`src/rtl/alu_input_sequencer_if.sv`:
```
// Pin-side bundle for the ALU input sequencer: switches, raw buttons, ALU result in;
// registered operands, opcode, captured result and FSM state out.
interface alu_input_sequencer_if #(
    parameter int OP_CODE_SIZE = 6,
    parameter int OPERAND_SIZE = 8
);
    logic [OPERAND_SIZE-1:0] i_switches;
    logic                    i_btn_A;
    logic                    i_btn_B;
    logic                    i_btn_OP;
    logic [OPERAND_SIZE:0]   i_alu_result;
    logic [OPERAND_SIZE-1:0] o_data_a;
    logic [OPERAND_SIZE-1:0] o_data_b;
    logic [OP_CODE_SIZE-1:0] o_op;
    logic [OPERAND_SIZE:0]   o_result;
    logic                    o_result_valid;
    logic [2:0]              o_state;

    // Board/pin side: drives switches, buttons and the ALU result.
    modport master (
        output i_switches, i_btn_A, i_btn_B, i_btn_OP, i_alu_result,
        input  o_data_a, o_data_b, o_op, o_result, o_result_valid, o_state
    );

    modport slave (
        input  i_switches, i_btn_A, i_btn_B, i_btn_OP, i_alu_result,
        output o_data_a, o_data_b, o_op, o_result, o_result_valid, o_state
    );
endinterface

```
`src/rtl/alu_input_sequencer.sv`:
```
// Debounces three push buttons and walks the ALU through load A, load B, load opcode,
// then a one-cycle execute whose result is held stable for the LEDs.
module alu_input_sequencer #(
    parameter int OP_CODE_SIZE    = 6,
    parameter int OPERAND_SIZE    = 8,
    parameter int DEBOUNCE_CYCLES = 1000000
) (
    input  logic                  i_clk,
    input  logic                  i_rst_n,
    alu_input_sequencer_if.slave  bus
);
    localparam int CW = $clog2(DEBOUNCE_CYCLES + 1);
    localparam logic [CW-1:0] CNT_LAST = CW'(DEBOUNCE_CYCLES - 1);

    typedef enum logic [2:0] {
        S_A    = 3'd0,
        S_B    = 3'd1,
        S_OP   = 3'd2,
        S_EXEC = 3'd3,
        S_RES  = 3'd4
    } state_e;

    // Bit 0 = A, bit 1 = B, bit 2 = OP throughout the debounce path.
    logic [2:0] raw;
    logic [2:0] s1_q, s1_d, s2_q, s2_d;
    logic [2:0] stable_q, stable_d, stable_dly_q, stable_dly_d;
    logic [2:0] press;
    logic [CW-1:0] cnt_q [3];
    logic [CW-1:0] cnt_d [3];

    state_e                  state_q, state_d;
    logic [OPERAND_SIZE-1:0] data_a_q, data_a_d;
    logic [OPERAND_SIZE-1:0] data_b_q, data_b_d;
    logic [OP_CODE_SIZE-1:0] op_q, op_d;
    logic [OPERAND_SIZE:0]   result_q, result_d;
    logic                    valid_q, valid_d;

    assign raw = {bus.i_btn_OP, bus.i_btn_B, bus.i_btn_A};

    always_comb begin
        s1_d         = raw;
        s2_d         = s1_q;
        stable_d     = stable_q;
        stable_dly_d = stable_q;
        for (int i = 0; i < 3; i++) begin
            cnt_d[i] = '0;
            if (s2_q[i] != stable_q[i]) begin
                if (cnt_q[i] == CNT_LAST) begin
                    stable_d[i] = s2_q[i];
                end else begin
                    cnt_d[i] = cnt_q[i] + 1'b1;
                end
            end
        end
        press = stable_q & ~stable_dly_q;
    end

    // Only the press matching the current state acts; all others are dropped.
    always_comb begin
        state_d  = state_q;
        data_a_d = data_a_q;
        data_b_d = data_b_q;
        op_d     = op_q;
        result_d = result_q;
        valid_d  = valid_q;
        case (state_q)
            S_A: begin
                if (press[0]) begin
                    data_a_d = bus.i_switches;
                    state_d  = S_B;
                end
            end
            S_B: begin
                if (press[1]) begin
                    data_b_d = bus.i_switches;
                    state_d  = S_OP;
                end
            end
            S_OP: begin
                if (press[2]) begin
                    op_d    = bus.i_switches[OP_CODE_SIZE-1:0];
                    state_d = S_EXEC;
                end
            end
            S_EXEC: begin
                result_d = bus.i_alu_result;
                valid_d  = 1'b1;
                state_d  = S_RES;
            end
            S_RES: begin
                if (press[0]) begin
                    data_a_d = bus.i_switches;
                    valid_d  = 1'b0;
                    state_d  = S_B;
                end
            end
            default: state_d = S_A;
        endcase
    end

    always_ff @(posedge i_clk) begin
        if (!i_rst_n) begin
            s1_q         <= '0;
            s2_q         <= '0;
            stable_q     <= '0;
            stable_dly_q <= '0;
            for (int i = 0; i < 3; i++) cnt_q[i] <= '0;
            state_q      <= S_A;
            data_a_q     <= '0;
            data_b_q     <= '0;
            op_q         <= '0;
            result_q     <= '0;
            valid_q      <= 1'b0;
        end else begin
            s1_q         <= s1_d;
            s2_q         <= s2_d;
            stable_q     <= stable_d;
            stable_dly_q <= stable_dly_d;
            for (int i = 0; i < 3; i++) cnt_q[i] <= cnt_d[i];
            state_q      <= state_d;
            data_a_q     <= data_a_d;
            data_b_q     <= data_b_d;
            op_q         <= op_d;
            result_q     <= result_d;
            valid_q      <= valid_d;
        end
    end

    assign bus.o_data_a       = data_a_q;
    assign bus.o_data_b       = data_b_q;
    assign bus.o_op           = op_q;
    assign bus.o_result       = result_q;
    assign bus.o_result_valid = valid_q;
    assign bus.o_state        = state_q;
endmodule

```
`src/flat_wrapper.sv`:
```
// flat-port wrapper written by rule: the top's interface ports become plain ports
module alu_input_sequencer_flat 
#(
    parameter int OP_CODE_SIZE    = 6,
    parameter int OPERAND_SIZE    = 8,
    parameter int DEBOUNCE_CYCLES = 1000000
)
  (i_clk, i_rst_n, bus_i_switches, bus_i_btn_A, bus_i_btn_B, bus_i_btn_OP, bus_i_alu_result, bus_o_data_a, bus_o_data_b, bus_o_op, bus_o_result, bus_o_result_valid, bus_o_state);
  alu_input_sequencer_if #(.OP_CODE_SIZE(OP_CODE_SIZE), .OPERAND_SIZE(OPERAND_SIZE)) bus_i ();
  input  logic i_clk;
  input  logic i_rst_n;
  input wire logic [$bits(bus_i.i_switches)-1:0] bus_i_switches;
  input wire logic [$bits(bus_i.i_btn_A)-1:0] bus_i_btn_A;
  input wire logic [$bits(bus_i.i_btn_B)-1:0] bus_i_btn_B;
  input wire logic [$bits(bus_i.i_btn_OP)-1:0] bus_i_btn_OP;
  input wire logic [$bits(bus_i.i_alu_result)-1:0] bus_i_alu_result;
  output wire logic [$bits(bus_i.o_data_a)-1:0] bus_o_data_a;
  output wire logic [$bits(bus_i.o_data_b)-1:0] bus_o_data_b;
  output wire logic [$bits(bus_i.o_op)-1:0] bus_o_op;
  output wire logic [$bits(bus_i.o_result)-1:0] bus_o_result;
  output wire logic [$bits(bus_i.o_result_valid)-1:0] bus_o_result_valid;
  output wire logic [$bits(bus_i.o_state)-1:0] bus_o_state;
  assign bus_i.i_switches = bus_i_switches;
  assign bus_i.i_btn_A = bus_i_btn_A;
  assign bus_i.i_btn_B = bus_i_btn_B;
  assign bus_i.i_btn_OP = bus_i_btn_OP;
  assign bus_i.i_alu_result = bus_i_alu_result;
  assign bus_o_data_a = bus_i.o_data_a;
  assign bus_o_data_b = bus_i.o_data_b;
  assign bus_o_op = bus_i.o_op;
  assign bus_o_result = bus_i.o_result;
  assign bus_o_result_valid = bus_i.o_result_valid;
  assign bus_o_state = bus_i.o_state;
  alu_input_sequencer #(.OP_CODE_SIZE(OP_CODE_SIZE), .OPERAND_SIZE(OPERAND_SIZE), .DEBOUNCE_CYCLES(DEBOUNCE_CYCLES)) u_core (.i_clk(i_clk), .i_rst_n(i_rst_n), .bus(bus_i));
endmodule
```
`config.mk`:
```
export PLATFORM = sky130hd
export DESIGN_NAME = alu_input_sequencer_flat
export DESIGN_NICKNAME = d
export VERILOG_FILES = /design/src/rtl/alu_input_sequencer_if.sv /design/src/rtl/alu_input_sequencer.sv /design/src/flat_wrapper.sv
export SDC_FILE = /design/constraint.sdc
export NUM_CORES = 1
export LEC_CHECK = 0
export CAP_MARGIN = 40
export CORE_UTILIZATION = 46
export DETAILED_ROUTE_END_ITERATION = 16
export GPL_TIMING_DRIVEN = 0
export PLACE_DENSITY = 0.68
export SLEW_MARGIN = 20
export SYNTH_ARGS = -nofsm -noshare
export SYNTH_HDL_FRONTEND = slang
export SYNTH_SLANG_ARGS = --single-unit
```
`constraint.sdc`:
```
create_clock -name i_clk -period 2.4 [get_ports i_clk]
set_input_delay 0.6 -clock i_clk [delete_from_list [all_inputs] [get_ports i_clk]]
set_output_delay 0.6 -clock i_clk [all_outputs]
set_load 0.1 [all_outputs]
```
# Word level (Yosys, flattened, before mapping)
# Memories as Yosys holds them, arrays and structs flattened.
# Cells that the tools add are included.
[totals]
ff_bits = 47
ram_bits = 60
input_bits = 22
out_inout_bits = 35
wordCells = 63
n_memories = 1
[classes]
add_sub_neg = 3
eq_ne = 14
n_mux = 17
n_bitwise = 5
reduce_logical = 11
[mem_list]
columns = ["memory", "depth", "word_bits", "rd", "rd_clocked_by_memory_dff", "write_ports", "line_no", "text"]
rows = [
  ["u_core.cnt_q", 3, 20, 3, 0, 3, "alu_input_sequencer.sv:28", "logic [CW-1:0] cnt_q [3];"],
]
[ops]
columns = ["cell", "n"]
rows = [
  ["20-bit 2-to-1 mux", 9],
  ["20-bit by 1-bit adder with 20-bit output, second input constant", 3],
  ["20-bit equality test, second input constant", 3],
  ["2-bit AND reduction", 7],
  ["3-bit case mux with 4 select lines", 1],
  ["3-bit 2-to-1 mux", 3],
  ["2-bit by 1-bit inequality test with 1-bit output, second input constant", 4],
  ["3-bit by 2-bit equality test with 1-bit output, second input constant", 2],
  ["3-bit AND", 1],
  ["3-bit by 1-bit equality test with 1-bit output, second input constant", 1],
  ["3-bit equality test, second input constant", 1],
  ["3-bit zero test", 1],
  ["1-bit 2-to-1 mux", 3],
  ["1-bit inequality test", 3],
  ["3-bit inverter", 1],
  ["1-bit OR", 3],
  ["3-bit AND reduction", 1],
  ["1-bit case mux with 2 select lines", 1],
  ["2-bit nonzero test", 1],
  ["2-bit OR reduction", 1],
]

# Logic depth before layout (Yosys ltp)
[logic_depth]
word_depth = 4
mapped_depth = 7
mapped_depth_nobuf = 5

# Least setup slack after synthesis
# Ideal clock, no wire load.
[synth_path]
path_type = "reg-to-reg"
startpoint = "register u_core.state_q[1] (netlist: u_core.bus.o_state[1])"
endpoint = "register u_core.data_b_q[1] (netlist: u_core.bus.o_data_b[1])"
setup_ns = 0.128
arrival_time_ns = 2.095
slack_ns = 0.178
path_stages_with_launch = 7
period_less_slack_ns = 2.222
cell_sequence = "dfxtp_1 > clkbuf_1 > nor2_1 > nand4b_1 > clkbuf_1 > mux2i_1 > nor2_1"
[synth_via]
elab_chain_len = 2
[synth_lines]
columns = ["item", "line_no", "text"]
rows = [
  ["start, declared", "alu_input_sequencer.sv:31", "state_e state_q, state_d;"],
  ["start signal, assigned", "alu_input_sequencer.sv:120", "state_q <= state_d;"],
  ["3-bit by 1-bit equality test with 1-bit output", "alu_input_sequencer.sv:66", "case (state_q)"],
  ["2-bit AND reduction (no source line)", "n/a", ""],
  ["end signal, assigned", "alu_input_sequencer.sv:122", "data_b_q <= data_b_d;"],
  ["end, declared", "alu_input_sequencer.sv:33", "logic [OPERAND_SIZE-1:0] data_b_q, data_b_d;"],
]
# No other way between the ends.
# A chain may end at the register's enable or synchronous reset.

==> qor.txt <==
Worst Hold Endpoint - u_core.s2_q[0]
Ant. Diodes - 0
Initial core utilization - 47.3%
Xor and xnor area share after synthesis - 8.62%
Proportion of synthesized area in mux cells - 5.50%
Final routed DRC violation total - 0
Total of flip-flops plus latches after synthesis - 107
Skew-Pair Late Insertion Delay - 0.36 ns
Gate family responsible for the most delay along the worst path - simple AND/OR/NAND/NOR gates
Vias per inst - 5.05
Area fraction in compound gates after synthesis - 6.59%
Worst setup skew after layout - 0.0120 ns
Most common library cell in the layout ignoring fill and taps - sky130_fd_sc_hd__dfxtp_1
Global route total overflow - 0
Hold_buf cts - 0
Std-Cell Core Area - 9240 µm²
Fraction of the mapped netlist area in adder cells - 0.859%
Primary FF master, synth - sky130_fd_sc_hd__dfxtp_1
Part of the Yosys area used for sequential elements - 49.0%
Final Wtd Congestion - 0.761
Combined area of all synthesized cells - 4370 µm²
Maximum clock frequency - 456 MHz
I/O pin total - 57
Pre-antenna DRT Iters - 4
Area of the die - 9890 µm²
Endpoint of the most critical register-to-register path - u_core.cnt_q[0][35]
Largest buffer count on any clock path - 2
Total Wirelength - 9.00 mm
Placed wire-length estimate - 6.74 mm
Number of clock sinks - 107
Critical Setup Path Class - register to register
Average instance area after synthesis - 9.10 µm²
Number of setup violations in the final report - 0
DR vias - 3619
Yosys warning total - 0
Final cell count without fillers - 716
CP Data Required Time - 2.65 ns
Crit path DAT - 2.44 ns
Worst hold path cell count - 1
WL per Instance - 12.6 µm
Unrepaired setup endpoints after global routing - no
Final count of hold timing violations - 0
Async set-reset flop share out of synthesis - 0%
Top library cells by usage in the layout, fill and taps aside - sky130_fd_sc_hd__dfxtp_1 (107), sky130_fd_sc_hd__nor2_1 (76), sky130_fd_sc_hd__clkdlybuf4s50_1 (55)
Max rail drop VDD - 0.286 mV
Buffer and inverter count on the worst path - 1
Final Cycle Share - 91.4%
Status - completed
Post-Synthesis Cells - 480
Critical R2R Launch - u_core.cnt_q[0][33]
Post-cts resize count - 0
Instance area at placement - 5690 µm²
Post-layout net count - 607
Antenna Nets Post-Route - 0
Max-capacitance violation count - 0
Cell area after layout - 5870 µm²
Logic depth of the worst setup path including buffers - 5
CTS tree - yes
Area growth syn-to-layout - 34.4%
Total Negative Setup Slacks - 0 ns
Largest family of logic cells by synthesized area - simple AND/OR/NAND/NOR gates
Worst-path fanout max - 10
Rows - 35
Worst-path cell chain - or4_1 -> or4_4 -> o211ai_4 -> buf_8 -> nor2_1
Post-layout util - 63.5%
Post-Synthesis Net Count - 505
Worst-margin pin slew - 0.697 ns
Share of final-layout standard cells stronger than drive strength 1 - 10.4%
Power Dens Cells - 493 nW/µm²
GRT Total Usage - 19.8%
Max-slew headroom - 53.3%
# placed instances - 700
Post-CTS Setup Inserts - 0
Number of DRC violations after detailed-routing iteration 0 - 96
Worst setup SP type - register
Number of enable flip-flop cells after synthesis - 0
Pin count of the biggest net entering global routing - 18
Master cell of the clock root buffer - sky130_fd_sc_hd__clkbuf_8
Die Ht - 99.4 µm
Number of library cell types mapped by synthesis - 43
Worst R2R Setup Slack - 0.21 ns
Worst setup EP type - register
Slowest stage cell on the critical path - sky130_fd_sc_hd__or4_4
Wire length of the first global-routing pass - 15.8 mm
Minimum clock period - 2.19 ns
Maximum single-stage delay on the critical path - 0.59 ns
Quantity of I/O buffers inserted on ports - 55
Clock Pin Slew Worst Setup and Hold Paths - 0.10 ns
Number of buffers created by CTS - 9
Via count of the first global-routing pass - 3490
Start point of the worst min-delay path - u_core.s1_q[0]
Depth of the most critical reg-to-reg path - 5
Min-delay worst type - register to register
Simple-gate share of the synthesized area - 26.4%
X dimension of the die - 99.4 µm
Number of levels the H-tree was split into - 3
Pins Over Slew Limit - 0
Leakage power of the design - 2.05 nW
Number of antenna violations at the first check in global routing - 0
==> per-stage QoR <==
step / hold slack (ns) / power (W) / worst slack [ns]
2_1_floorplan: 0.412 / 0.00185 / 0.178
3_3_place_gp: 0.416 / 0.00190 / 0.198
3_5_place_dp: 0.425 / 0.00190 / 0.215
4_1_cts: 0.436 / 0.00293 / 0.191
5_1_grt: 0.471 / 0.00303 / 0.0223
6_report: 0.434 / 0.00289 / 0.206
==> per-layer routing <==
metal	part of all wire, %	GRT usage, %
met3	3.1	4.36
met1	46	24.5
met4	1.6	7.01
met2	49	33.9
met5	0	0
==> state kept, by name, summed over array words and instances, names as in the netlist <==
| signal | cells |
|---|---|
| u_core.cnt_q | 60 |
| u_core.bus.o_result | 9 |
| u_core.bus.o_data_a | 8 |
| u_core.bus.o_data_b | 8 |
| u_core.bus.o_op | 6 |
| u_core.bus.o_state | 3 |
| u_core.s1_q | 3 |
| u_core.s2_q | 3 |
| u_core.stable_dly_d | 3 |
| u_core.stable_dly_q | 3 |
| u_core.bus.o_result_valid | 1 |
==> cells by family (layout without fill, tap and decap cells) <==
family                   Yosys count  after routing
AND/OR/NAND/NOR                  224            224
flip-flops                       107            107
AO/OA/AOI/OAI                     48             48
XOR/XNOR                          43             43
buffers and inverters             31            138
multiplexers                      24             24
adder cells (fa/ha/maj)            3              3
==> power breakdown <==
part | leakage (nW) | switching [W] | internal [W] | total (W)
clock network | 0.0974 | 0.000594 | 0.000443 | 0.00104
registers | 0.863 | 0.00000306 | 0.00178 | 0.00178
logic | 1.09 | 0.0000344 | 0.0000386 | 0.0000730
total | 2.05 | 0.000631 | 0.00226 | 0.00289
==> layout make-up <==
class                           count  area, µm²
Buffer                             16       73.8
Sequential cell                   107       2140
Timing Repair Buffer               91       1160
Fill cell                         760       3370
Inverter                           15       56.3
Clock buffer                       12        155
Tap cell                          129        161
Multi-Input combinational cell    342       2100
Clock inverter                      4       31.3
==> worst reg2reg max path, cell delays in order (launching register included) <==
cell,delay (ns)
sky130_fd_sc_hd__dfxtp_1,0.36
sky130_fd_sc_hd__or4_1,0.56
sky130_fd_sc_hd__or4_4,0.59
sky130_fd_sc_hd__o211ai_4,0.35
sky130_fd_sc_hd__buf_8,0.18
sky130_fd_sc_hd__nor2_1,0.05
==> cell usage after synthesis (2+ instances only) <==
cell	number	area (µm²)
sky130_fd_sc_hd__nor4_1	6	37.5
sky130_fd_sc_hd__o31ai_1	5	37.5
sky130_fd_sc_hd__nand2_1	35	131
sky130_fd_sc_hd__inv_1	14	52.6
sky130_fd_sc_hd__and3_1	7	43.8
sky130_fd_sc_hd__nor4b_1	5	43.8
sky130_fd_sc_hd__a21oi_1	25	125
sky130_fd_sc_hd__or3_1	10	62.6
sky130_fd_sc_hd__nor2_1	76	285
sky130_fd_sc_hd__nand4b_1	3	26.3
sky130_fd_sc_hd__ha_1	3	37.5
sky130_fd_sc_hd__dfxtp_1	107	2140
sky130_fd_sc_hd__xnor2_1	26	228
sky130_fd_sc_hd__nor3_1	12	60.1
sky130_fd_sc_hd__nand4_1	17	106
sky130_fd_sc_hd__and4_1	4	35.0
sky130_fd_sc_hd__o21a_1	2	15.0
sky130_fd_sc_hd__buf_2	2	10.0
sky130_fd_sc_hd__and2_1	11	68.8
sky130_fd_sc_hd__mux2i_1	24	240
sky130_fd_sc_hd__or4_1	7	52.6
sky130_fd_sc_hd__nand3_1	17	85.1
sky130_fd_sc_hd__xor2_1	17	149
sky130_fd_sc_hd__o21ai_0	11	55.1
sky130_fd_sc_hd__clkbuf_1	12	45.0
sky130_fd_sc_hd__nand2b_1	5	31.3
==> how the worst max path moves through the flow <==
stage / from / endpoint / slack [ns]
floorplan: u_core.bus.o_state[1] / u_core.bus.o_data_b[1] / 0.18
global placement: u_core.bus.o_state[2] / bus_o_state[2] / 0.20
detailed placement: u_core.cnt_q[0][33] / u_core.cnt_q[0][29] / 0.21
CTS: u_core.cnt_q[0][33] / u_core.cnt_q[0][35] / 0.19
global route: u_core.cnt_q[0][14] / u_core.cnt_q[0][12] / 0.02
finish: u_core.cnt_q[0][33] / u_core.cnt_q[0][35] / 0.21
Note: power is estimated with default switching activity, not from simulation.
==> RTL change 1: new RTL, same flow settings <==
`OPERAND_SIZE` is set to 8 in 3 places; all go to 16.
--- a/src/rtl/alu_input_sequencer_if.sv
+++ b/src/rtl/alu_input_sequencer_if.sv
@@ -2,7 +2,7 @@
 // registered operands, opcode, captured result and FSM state out.
 interface alu_input_sequencer_if #(
     parameter int OP_CODE_SIZE = 6,
-    parameter int OPERAND_SIZE = 8
+    parameter int OPERAND_SIZE = 16
 );
     logic [OPERAND_SIZE-1:0] i_switches;
     logic                    i_btn_A;
--- a/src/rtl/alu_input_sequencer.sv
+++ b/src/rtl/alu_input_sequencer.sv
@@ -2,7 +2,7 @@
 // then a one-cycle execute whose result is held stable for the LEDs.
 module alu_input_sequencer #(
     parameter int OP_CODE_SIZE    = 6,
-    parameter int OPERAND_SIZE    = 8,
+    parameter int OPERAND_SIZE    = 16,
     parameter int DEBOUNCE_CYCLES = 1000000
 ) (
     input  logic                  i_clk,
--- a/src/flat_wrapper.sv
+++ b/src/flat_wrapper.sv
@@ -2,7 +2,7 @@
 module alu_input_sequencer_flat 
 #(
     parameter int OP_CODE_SIZE    = 6,
-    parameter int OPERAND_SIZE    = 8,
+    parameter int OPERAND_SIZE    = 16,
     parameter int DEBOUNCE_CYCLES = 1000000
 )
   (i_clk, i_rst_n, bus_i_switches, bus_i_btn_A, bus_i_btn_B, bus_i_btn_OP, bus_i_alu_result, bus_o_data_a, bus_o_data_b, bus_o_op, bus_o_result, bus_o_result_valid, bus_o_state);
Interface: changed (5 resized); port bits go from 57 to 97. The function was not compared with the original's and may differ.
==> RTL change 1 against the original RTL <==
Routed wire length grew 59%. Total power is 67% higher. Sequential cell count grew 24. Synthesized area grew 19%. Final cell count increased by 30%. Setup slack got worse by 110 ps. First-iteration DRC count rose by 76%. Final area rose by 36%. Critical endpoint is now bus_o_data_a[15]. Largest power group is now the clock network.
==> RTL change 1: results (changes against the original RTL) <==
| Metric | Value |
|---|---|
| Outcome | finished, final reports clean |
| # diodes | 0 (unchanged) |
| Gpl congestion | 0.8003 (+5.1%) |
| R2r worst-path depth | 5 (unchanged) |
| Clk_lat worst skew | 530 ps (+170 ps) |
| Crit path DAT | 1710 ps (-730 ps) |
| Fin nets | 822 (+35%) |
| Grt met2 use | 46.77% (+13 points) |
| Async set-reset flop share out of synthesis | 0% (unchanged) |
| Avg WL per Cell | 15.36 um (+22%) |
| P_leak | 0.002676 uW (+30%) |
| Main synth FF type | dfxtp_1 |
| Largest net degree at the start of global routing | 17 (-1) |
| Setup Fix Bufs, Post-CTS | 0 (unchanged) |
| Number of H-tree levels | 4 (+1) |
| Register bank with the most flops | u_core.cnt_q |
| Layout cells sized above 1 | 13.10% (+2.7 points) |
| Clock root buffer | clkbuf_8 |
| Placed cell area | 7411 um2 (+30%) |
| Max_slew headroom | 54.56% (+1.3 points) |
| Antenna Violating Nets Remaining | 0 (unchanged) |
| CTS resizes | 0 (unchanged) |
| Via count | 5022 (+39%) |
| Initial antenna violation count | 0 (unchanged) |
| Port Buffers | 95 (+73%) |
| Worst Hold Depth | 1 (unchanged) |
| First-pass GRT wire length | 23.22 mm (+47%) |
| Post-synthesis net count | 649 (+29%) |
| Hold Path Class | reg2reg |
| Int Power | 3806 uW (+68%) |
| Deepest clock path buffer count | 2 (unchanged) |
| TritonRoute pass-1 iters | 5 (+1) |
| Dpl hpwl | 10.51 mm (+56%) |
| Num CTS Buffers | 17 (+8) |
| Slowest CP cell | clkdlybuf4s50_1 |
| Met3 Use GR | 6.631% (+2.3 points) |
| Max incr delay on CP | 560 ps (-30 ps) |
| Yosys synthesis warning count | 0 (unchanged) |
| GRT Total Usage | 25.87% (+6.1 points) |
| Post-synth top cells | 131 x dfxtp_1, 116 x nand2_1, 69 x a21oi_1 |
| Clock skew | 13.56 ps (+1.572 ps) |
| Worst IR Drop VDD | 352.6 uV (+23%) |
| DR iter-0 viols | 169 (+76%) |
| Synth area leaders | dfxtp_1 51%, nand2_1 8.4%, a21oi_1 6.7% |
| Synth unique cells | 45 (+4.7%) |
| Clock transition at path regs | 70 ps (-30 ps) |
| Max FFs per register | 60 (unchanged) |
| Routing usage on met1 | 26.79% (+2.3 points) |
| Crit Path Max Fanout | 2 (-8) |
| CP top delay family | buffers and inverters |
| Sequential fraction of the synthesis area | 50.62% (+1.6 points) |
| Vias in the first global route | 4861 (+39%) |
==> RTL change 1: cell type report <==
type,instances,area (um2)
plain buffers,28,118.9
clock buffers,21,459.2
repair buffers,154,2044
well taps,140,175.2
fillers,734,2900
inverters,17,63.81
clock inverters,11,127.6
multi-input cells,432,2376
flip-flops and latches,131,2623
==> RTL change 1: path summary, 6_finish.rpt <==
kind / slack [ps] / start / to
setup / recovery: 90 / u_core.bus.o_data_a[15] / bus_o_data_a[15]
setup reg to reg: 240 / u_core.cnt_q[0][33] / u_core.cnt_q[0][32]
hold reg to reg: 430 / u_core.s1_q[2] / u_core.s2_q[2]
hold / removal: 430 / u_core.s1_q[2] / u_core.s2_q[2]
==> RTL change 1: cells by family (layout without fill, tap and decap cells) <==
logic type / after synthesis / count (layout) / share of synthesized area, %
and+or+nand+nor: 286 / 286 / 26.61
DFF: 131 / 131 / 50.62
xor gates and xnor gates: 40 / 40 / 6.762
buffers and inverters: 45 / 231 / 3.526
adders and majority gates: 3 / 3 / 0.7245
muxes: 7 / 7 / 1.352
AOI/OAI and AO/OA: 96 / 96 / 10.41
==> RTL change 1: metal layers <==
| layer | part of all wire, % | vias to the layer above |
|---|---|---|
| met2 | 52 | 157 |
| li1 | - | 2434 |
| met3 | 4.8 | 52 |
| met5 | 0 | - |
| met4 | 4.5 | 0 |
| met1 | 39 | 2379 |
==> RTL change 1: worst register-to-register path, cell delays in order (launching register included) <==
cell	delay, ps
dfxtp_1	350
or4_1	530
or4_4	590
o211ai_4	350
buf_8	180
nor2_1	50
==> RTL change 1: power groups by stage <==
stage                     sequential (uW)  clock (uW)  combinational [uW]
final                                2180        2540                 116
after global routing                 2180        2680                 124
after CTS                            2180        2570                 117
after detailed placement             2230           0                 114
after global placement               2230           0                 113
after floorplan                      2230           0                33.0
==> RTL change 1: through the flow <==
stage / hold WS (ps) / total power [uW] / util [%] / cells / worst slack [ps]
floorplan: 411.9 / 2264 / - / 608 / 88.35
global placement: 416.8 / 2345 / 57.93 / 843 / 220.7
detailed placement: 422.7 / 2347 / 68.06 / 903 / 233.5
CTS: 437.1 / 4873 / 73.36 / 934 / 76.80
global route: 454.4 / 4986 / 73.36 / 934 / 63.70
finish: 434.2 / 4840 / 73.36 / 934 / 92.20
==> RTL change 2: new RTL, same settings <==
Made on the original files. Reset style: asynchronous (`i_rst_n`), changed in one clocked block.
--- a/src/rtl/alu_input_sequencer.sv
+++ b/src/rtl/alu_input_sequencer.sv
@@ -98,7 +98,7 @@
         endcase
     end
 
-    always_ff @(posedge i_clk) begin
+    always_ff @(posedge i_clk or negedge i_rst_n) begin
         if (!i_rst_n) begin
             s1_q         <= '0;
             s2_q         <= '0;
Function: same outputs for any inputs over 10 cycles, from zero or initial values and one cycle with i_rst_n low; that may be too few to reach the edited logic, so the function may still have changed.
==> RTL change 2 against the original RTL <==
Final area rose by 6.1%. Critical path depth decreased by 3. Synthesized area grew 7.9%. Sequential cell count is the same. Routed wire length grew 8.8%. Setup slack lost 75 ps. Highest routed layer unchanged.
Power is not compared: it rests on default switching activity, and its combinational part moved more than twofold at a synthesized area within 25%.
==> RTL change 2: results (changes against the original RTL) <==
| Metric | Value |
|---|---|
| P_leak | 0.002575 uW |
| Synth unique cells | 42 (-2.3%) |
| Hold Path Class | in2async |
| Placed cell area | 6060 um2 (+6.6%) |
| Max FFs per register | 60 (unchanged) |
| Synth area leaders | dfrtp_1 57%, mux2_2 8.1%, xnor2_1 5.9% |
| Gpl congestion | 0.8383 (+10%) |
| GRT Total Usage | 20.85% (+1.1 points) |
| # diodes | 0 (unchanged) |
| Register bank with the most flops | u_core.cnt_q |
| Number of H-tree levels | 3 (unchanged) |
| Initial antenna violation count | 0 (unchanged) |
| DR iter-0 viols | 154 (+60%) |
| Clock root buffer | clkbuf_8 |
| Deepest clock path buffer count | 2 (unchanged) |
| Num CTS Buffers | 9 (unchanged) |
| Dpl hpwl | 7.016 mm (+4.1%) |
| Post-synth top cells | 107 x dfrtp_1, 58 x nor2_1, 34 x mux2_2 |
| Vias in the first global route | 3496 (+0.17%) |
| First-pass GRT wire length | 16.91 mm (+6.9%) |
| Largest net degree at the start of global routing | 63 (+45) |
| Crit Path Max Fanout | 7 (-3) |
| Crit path DAT | 1670 ps (-770 ps) |
| Fin nets | 548 (-9.7%) |
| Post-synthesis net count | 443 (-12%) |
| TritonRoute pass-1 iters | 4 (unchanged) |
| Async set-reset flop share out of synthesis | 100.0% (+100 points) |
| Sequential fraction of the synthesis area | 56.81% (+7.8 points) |
| WL final | 9.791 mm (+8.8%) |
| Worst IR Drop VDD | 332.8 uV |
| Outcome | finished, final reports clean |
| Slew @ Worst Pin | 810.4 ps (+113.4 ps) |
| Clk_lat worst skew | 370 ps |
| Layout cells sized above 1 | 19.54% (+9.2 points) |
| CTS resizes | 0 (unchanged) |
| Port Buffers | 56 (+1.8%) |
| Clock skew | 13.96 ps (+1.971 ps) |
| Post-DR vias/cell | 5.292 (+4.7%) |
| Yosys synthesis warning count | 0 (unchanged) |
-- RTL change 2: cell types whose count changed after synthesis, sizes merged, moves of 6 or more --
cell   before  now
a21oi      25   14
and2       11    2
dfrtp       0  107
dfxtp     107    0
mux2        0   34
mux2i      24    0
nand2      35   18
nor2       76   59
nor4        6   15
xnor2      26   32
-- RTL change 2: critical path, cell delays in order, from the launching register on --
cell	delay, ps
dfrtp_1	470
clkdlybuf4s50_1	630
buf_16	190
-- RTL change 2: kinds of logic (layout without fill, tap and decap cells) --
kind of cell,Yosys count,in the layout,synth area share [%]
DFF,107,107,56.81
adders and majority gates,3,3,0.7965
AOI/OAI and AO/OA,32,32,4.221
muxes,34,34,8.123
xor gates and xnor gates,45,45,8.362
and+or+nand+nor,174,174,19.83
buffers and inverters,23,132,1.858
-- RTL change 2: path summary, 6_finish.rpt --
check	slack, ps	end	from	cells after the start
worst max-delay path	130	bus_o_state[1]	u_core.bus.o_state[1]	2
worst min-delay path	140	u_core.bus.o_data_b[6]	i_rst_n	1
worst max register to register	210	u_core.cnt_q[52]	u_core.cnt_q[40]	6
worst min register to register	370	u_core.s2_q[2]	u_core.s1_q[2]	0
max in group asynchronous	1630	u_core.bus.o_result[1]	i_rst_n	2
min in group i_clk	370	u_core.s2_q[2]	u_core.s1_q[2]	0
-- RTL change 2: metal layers --
layer	GRT usage, %	share of wire, %
met5	0	0
met3	4.301	3.1
met1	26.77	44
met2	35.95	52
met4	5.959	1.2
-- RTL change 2: report_power, final --
part	internal (uW)	switching, uW
clock network	398	580
registers	1830	20.0
logic	89.7	140
-- RTL change 2: area by class of cell --
type | count | area, um2
fillers | 771 | 3636
flip-flops and latches | 107 | 2678
multi-input cells | 288 | 1948
repair buffers | 94 | 1180
well taps | 133 | 166.4
clock buffers | 11 | 141.4
inverters | 14 | 52.55
plain buffers | 9 | 35.03
clock inverters | 4 | 27.53
-- RTL change 2: metrics by stage --
stage	util, %	cells	setup slack, ps
2_1_floorplan	-	418	3.300
3_3_place_gp	55.15	607	-3319
3_5_place_dp	61.43	645	225.9
4_1_cts	63.14	660	104.5
5_1_grt	63.14	660	4.510
6_report	63.14	660	130.9
